`src/rtl/fifo36_rd_stream.sv`:
```
// fifo36_rd_stream: read-side drain stage for a 36Kb FIFO primitive in its
// synchronous configuration. Issues read enables on a credit basis, absorbs
// the 1- or 2-cycle read latency in a 4-entry skid buffer and presents the
// words as a valid/ready stream with parity and ECC flags alongside.
// Optional build macro FIFO36_RD_STREAM_ERRCNT_EN adds saturating per-flag
// error counters (SBITERR_CNT/DBITERR_CNT) with a clear input (ERRCNT_CLR).
module fifo36_rd_stream #(
  parameter int unsigned DATA_WIDTH   = 64,
  parameter int unsigned PAR_WIDTH    = 8,
  parameter int unsigned READ_LATENCY = 2
) (
  input  logic                  CLK,
  input  logic                  RST,
  input  logic                  FIFO_EMPTY,
  output logic                  FIFO_RDEN,
  input  logic [DATA_WIDTH-1:0] FIFO_DO,
  input  logic [PAR_WIDTH-1:0]  FIFO_DOP,
  input  logic                  FIFO_SBITERR,
  input  logic                  FIFO_DBITERR,
`ifdef FIFO36_RD_STREAM_ERRCNT_EN
  input  logic                  ERRCNT_CLR,
  output logic [15:0]           SBITERR_CNT,
  output logic [15:0]           DBITERR_CNT,
`endif
  output logic                  M_VALID,
  input  logic                  M_READY,
  output logic [DATA_WIDTH-1:0] M_DATA,
  output logic [PAR_WIDTH-1:0]  M_PAR,
  output logic                  M_SBITERR,
  output logic                  M_DBITERR
);

  localparam int unsigned DEPTH   = 4;
  localparam int unsigned PTR_W   = 2;
  localparam int unsigned CNT_W   = 3;
  localparam int unsigned ENTRY_W = DATA_WIDTH + PAR_WIDTH + 2;

  // Reject configurations the primitive cannot produce.
  if (READ_LATENCY != 1 && READ_LATENCY != 2) begin : g_bad_latency
    $error("fifo36_rd_stream: READ_LATENCY must be 1 or 2");
  end
  if (DATA_WIDTH < 4 || DATA_WIDTH > 64) begin : g_bad_data_width
    $error("fifo36_rd_stream: DATA_WIDTH must be in 4..64");
  end
  if (PAR_WIDTH == 0) begin : g_bad_par_width
    $error("fifo36_rd_stream: PAR_WIDTH must be non-zero");
  end

  logic [READ_LATENCY-1:0] inflight;
  logic [ENTRY_W-1:0]      mem [DEPTH];
  logic [PTR_W-1:0]        head;
  logic [PTR_W-1:0]        tail;
  logic [CNT_W-1:0]        occ;
  logic [CNT_W-1:0]        occ_nxt;
  logic [CNT_W-1:0]        inflight_cnt;
  logic [CNT_W-1:0]        credit_cnt;
  logic [ENTRY_W-1:0]      head_entry;
  logic                    capture;
  logic                    pop;

  // A word lands on DO when its read enable reaches the end of the pipe.
  assign capture = inflight[READ_LATENCY-1];
  assign pop     = M_VALID && M_READY;

  // Count reads still travelling through the primitive's output pipeline.
  always_comb begin
    inflight_cnt = '0;
    for (int i = 0; i < int'(READ_LATENCY); i++) begin
      inflight_cnt = inflight_cnt + CNT_W'(inflight[i]);
    end
  end

  // Every slot is spoken for once buffered plus in-flight words reach DEPTH,
  // so a capture can never find the buffer full. Only registered state and
  // EMPTY feed the enable; M_READY is deliberately kept out of this path.
  assign credit_cnt = occ + inflight_cnt;
  assign FIFO_RDEN  = !RST && !FIFO_EMPTY && (credit_cnt < CNT_W'(DEPTH));

  // Occupancy update; simultaneous capture and pop cancel out.
  always_comb begin
    occ_nxt = occ;
    if (capture && !pop) begin
      occ_nxt = occ + CNT_W'(1);
    end else if (!capture && pop) begin
      occ_nxt = occ - CNT_W'(1);
    end
  end

  // In-flight pipe, circular buffer storage and pointers.
  always_ff @(posedge CLK) begin
    if (RST) begin
      inflight <= '0;
      head     <= '0;
      tail     <= '0;
      occ      <= '0;
      for (int i = 0; i < int'(DEPTH); i++) begin
        mem[i] <= '0;
      end
    end else begin
      // Drop the oldest bit, shift in this cycle's read enable.
      inflight <= READ_LATENCY'({inflight, FIFO_RDEN});
      if (capture) begin
        mem[tail] <= {FIFO_DO, FIFO_DOP, FIFO_SBITERR, FIFO_DBITERR};
        tail      <= tail + PTR_W'(1);
      end
      if (pop) begin
        head <= head + PTR_W'(1);
      end
      occ <= occ_nxt;
    end
  end

  // Stream outputs come straight from the head slot, so they cannot change
  // while a word waits for M_READY.
  assign head_entry = mem[head];
  assign M_VALID    = (occ != '0);
  assign M_DATA     = head_entry[ENTRY_W-1 -: DATA_WIDTH];
  assign M_PAR      = head_entry[PAR_WIDTH+1 -: PAR_WIDTH];
  assign M_SBITERR  = head_entry[1];
  assign M_DBITERR  = head_entry[0];

`ifdef FIFO36_RD_STREAM_ERRCNT_EN
  // Saturating counts of flagged words handed to the consumer; clear wins.
  always_ff @(posedge CLK) begin
    if (RST || ERRCNT_CLR) begin
      SBITERR_CNT <= '0;
      DBITERR_CNT <= '0;
    end else begin
      if (pop && M_SBITERR && (SBITERR_CNT != 16'hFFFF)) begin
        SBITERR_CNT <= SBITERR_CNT + 16'd1;
      end
      if (pop && M_DBITERR && (DBITERR_CNT != 16'hFFFF)) begin
        DBITERR_CNT <= DBITERR_CNT + 16'd1;
      end
    end
  end
`endif

endmodule

```
`config.mk`:
```
export PLATFORM = sky130hd
export DESIGN_NAME = fifo36_rd_stream
export DESIGN_NICKNAME = d
export VERILOG_FILES = /design/src/rtl/fifo36_rd_stream.sv
export SDC_FILE = /design/constraint.sdc
export NUM_CORES = 1
export LEC_CHECK = 0
export ABC_CLOCK_PERIOD_IN_PS = 6700
export CAP_MARGIN = 25
export CORE_UTILIZATION = 40
export DETAILED_ROUTE_END_ITERATION = 6
export GPL_TIMING_DRIVEN = 0
export HOLD_SLACK_MARGIN = 0.12
export REMOVE_ABC_BUFFERS = 1
export SLEW_MARGIN = 20
export SYNTH_ARGS = -nofsm -noshare
export SYNTH_HDL_FRONTEND = slang
export SYNTH_SLANG_ARGS = --single-unit
```
`constraint.sdc`:
```
create_clock -name CLK -period 6.7 [get_ports CLK]
set_clock_uncertainty 0.1 [all_clocks]
set_input_delay 2.01 -clock CLK [delete_from_list [all_inputs] [get_ports CLK]]
set_output_delay 2.01 -clock CLK [all_outputs]
set_load 0.005 [all_outputs]
```
==> qor.yml <==
cts:
  cts.clk_slew.worst_paths_ns: 0.06
  clk_latency_ns: 0.49
  cts_tree: "built"
  root_buffer: "clkbuf_16"
  cts_max_path_buffers: 3
  cts.sinks: 307
  cts-resized-gates: 0
  htree_levels: 2
  cts_buffers: 35
  hold_buffers: 0
  cts_setup_buffers: 0
global_route:
  overflow: 0
  grt_usage_pct: 17.1
  first_global_vias: 7308
  grt_max_degree: 50
  grt_first_pass_wirelength_um: 43000
  antenna_found_initial: 2
cells_and_area:
  area_delta_synth_final_pct: 25.6
  final_core_util_pct: 51.0
  stdcell_area_um2: 16600
  layout.nets: 1014
  nFillCells: 2770
  drive_above_1_share_pct: 15.9
  fin_cells: 1396
route:
  ant_nets: 0
  drc: 0
  drt-pass1-iter-count: 4
  first_iter_violations: 518
  wire_per_inst_um: 20.3
  via_per_inst: 4.92
  vias: 6864
  drt-total-wl_um: 28300
sta:
  hold_viol: 0
  fin_ws_ns: 0.711
  final.period_utilization_pct: 89.4
  slew_headroom_pct: 48.9
  rsz0062_at_grt: "false"
  worstMarginPinSlew_ns: 0.764
  max_freq_mhz: 167
  fin_crit_ns: 5.99
  maxSlewViolCount: 0
  setup_violations: 0
placed_design:
  portBuffers: 153
  dp.cells: 1338
  gp_congestion: 0.668
  placed_area_um2: 15600
  place_worst_setup_slack_ns: 0.716
  dp_hpwl_um: 16200
floorplan:
  io_pins: 154
  die_y_um: 184
  coreArea_um2: 32500
  start_util_pct: 40.6
  rows: 66
  dieArea_um2: 33800
  die_width_um: 184
power_and_ir_drop:
  p_leak_nw: 5.90
  ir_drop_uv: 233
  power_mw: 5.17
  p_per_area_nw_per_um2: 311
logic_synthesis:
  yosys-top-cells-area: "edfxtp_1 67%, and2_1 14%, mux4_2 13%"
  ys_types: 33
  synth.avg_cell_area_um2: 17.2
  yosysTopAreaCell: "edfxtp_1"
  syn-instance-count: 767
  synth_area_um2: 13200
  seq_area_frac_synth_pct: 68.9
  synth_top_area_share_pct: 67.3
  ys_ff_latch: 307
  yosys_warnings: 0
worst_setup_path:
  start_kind: "input pin"
  critPathKind: "input pin to output port"
  required_ns: 4.59
  r2r_cells: 5
  cp.arrival_ns: 3.88
  cp_max_fo: 18
  end_kind: "output port"
min_path:
  whs_path_depth: 1
  hold_class: "flop to flop"
flow_run:
  maxCapViolCount: 0
outcome:
  status: "complete, no violations"
## area by class of cell
type                    instances  area (um2)  share of cell area, %
diodes                          1        2.50                 0.0151
clock buffers                  44         952                   5.73
clock inverters                13        80.1                  0.482
inverters                       2        7.51                 0.0452
multi-input cells             408        3850                   23.2
flip-flops and latches        307        9120                   54.9
well taps                     442         553                   3.33
repair buffers                179        2040                   12.3
## state kept, by name, indices dropped and copies added (netlist names), named ones only
register,count
mem,296
occ,3
head,2
inflight,2
tail,2
## cell usage after synthesis
cell,instances
or3_1,2
o31ai_1,1
o21bai_1,1
o21ai_0,1
o21a_1,1
dfxtp_1,11
and4bb_2,1
and3b_1,1
mux4_2,74
buf_6,7
xor2_1,5
o311ai_0,1
nor2_1,7
nor2b_1,1
nor4b_4,1
nand2_1,1
a31o_2,1
mux2i_1,1
xnor2_1,1
nor2b_2,1
and2_1,296
clkbuf_1,21
fa_1,1
or2_2,2
nor4_1,2
nor3_1,1
buf_4,7
ha_1,2
edfxtp_1,296
clkbuf_2,6
buf_2,9
inv_1,2
a21oi_1,2
## cell usage in the layout (no fill, tap or decap), types with 4 or more instances in the layout
cell	instances
buf_12	8
xor2_1	5
clkbuf_1	7
buf_16	10
dfxtp_1	9
edfxtp_1	296
mux4_2	74
clkinv_2	4
and2_1	296
buf_6	4
clkinv_1	8
clkbuf_16	37
nor2_1	7
clkdlybuf4s50_1	153
buf_4	4
## routing by layer
layer / track usage (%) / part of all wire (%)
met1: 22.6 / 44
met2: 28.7 / 48
met3: 3.88 / 5.9
met4: 3.80 / 1.3
met5: 0 / 0
## stage by stage
stage	setup TNS (ns)	hold slack [ns]
after floorplan	0	0.345
after global placement	-858.27	0.363
after detailed placement	0	0.364
after CTS	0	0.377
after global routing	0	0.385
final	0	0.375
## logic make-up after synthesis
logic type | count (synthesis) | synth area share [%]
AND/OR/NAND/NOR | 316 | 15.0
flip-flops | 307 | 68.9
buffers and inverters | 52 | 2.22
AO/OA/AOI/OAI | 8 | 0.417
XOR/XNOR | 6 | 0.398
multiplexers | 75 | 12.7
adder cells (fa/ha/maj) | 3 | 0.341
## power breakdown
part / switching, mW / leakage, nW / internal (mW)
logic: 0.403 / 2.24 / 0.696
clock network: 0.716 / 0.507 / 1.03
registers: 0.105 / 3.15 / 2.22
total: 1.22 / 5.90 / 3.95
## final timing paths
| kind | endpoint | startpoint | slack (ns) |
|---|---|---|---|
| worst max-delay path | FIFO_RDEN | RST | 0.71 |
| worst min register to register | inflight[1]$_SDFF_PP0_ | inflight[0]$_SDFF_PP0_ | 0.38 |
| worst min-delay path | inflight[1]$_SDFF_PP0_ | inflight[0]$_SDFF_PP0_ | 0.38 |
| worst max register to register | mem[2][0]$_SDFFCE_PN0P_ | inflight[1]$_SDFF_PP0_ | 3.88 |
## critical path, cell delays in order
cell             delay [ns]
clkdlybuf4s50_1        0.79
nor4_1                 0.49
clkdlybuf4s50_1        0.58
Power figures use the tool's default switching activity.
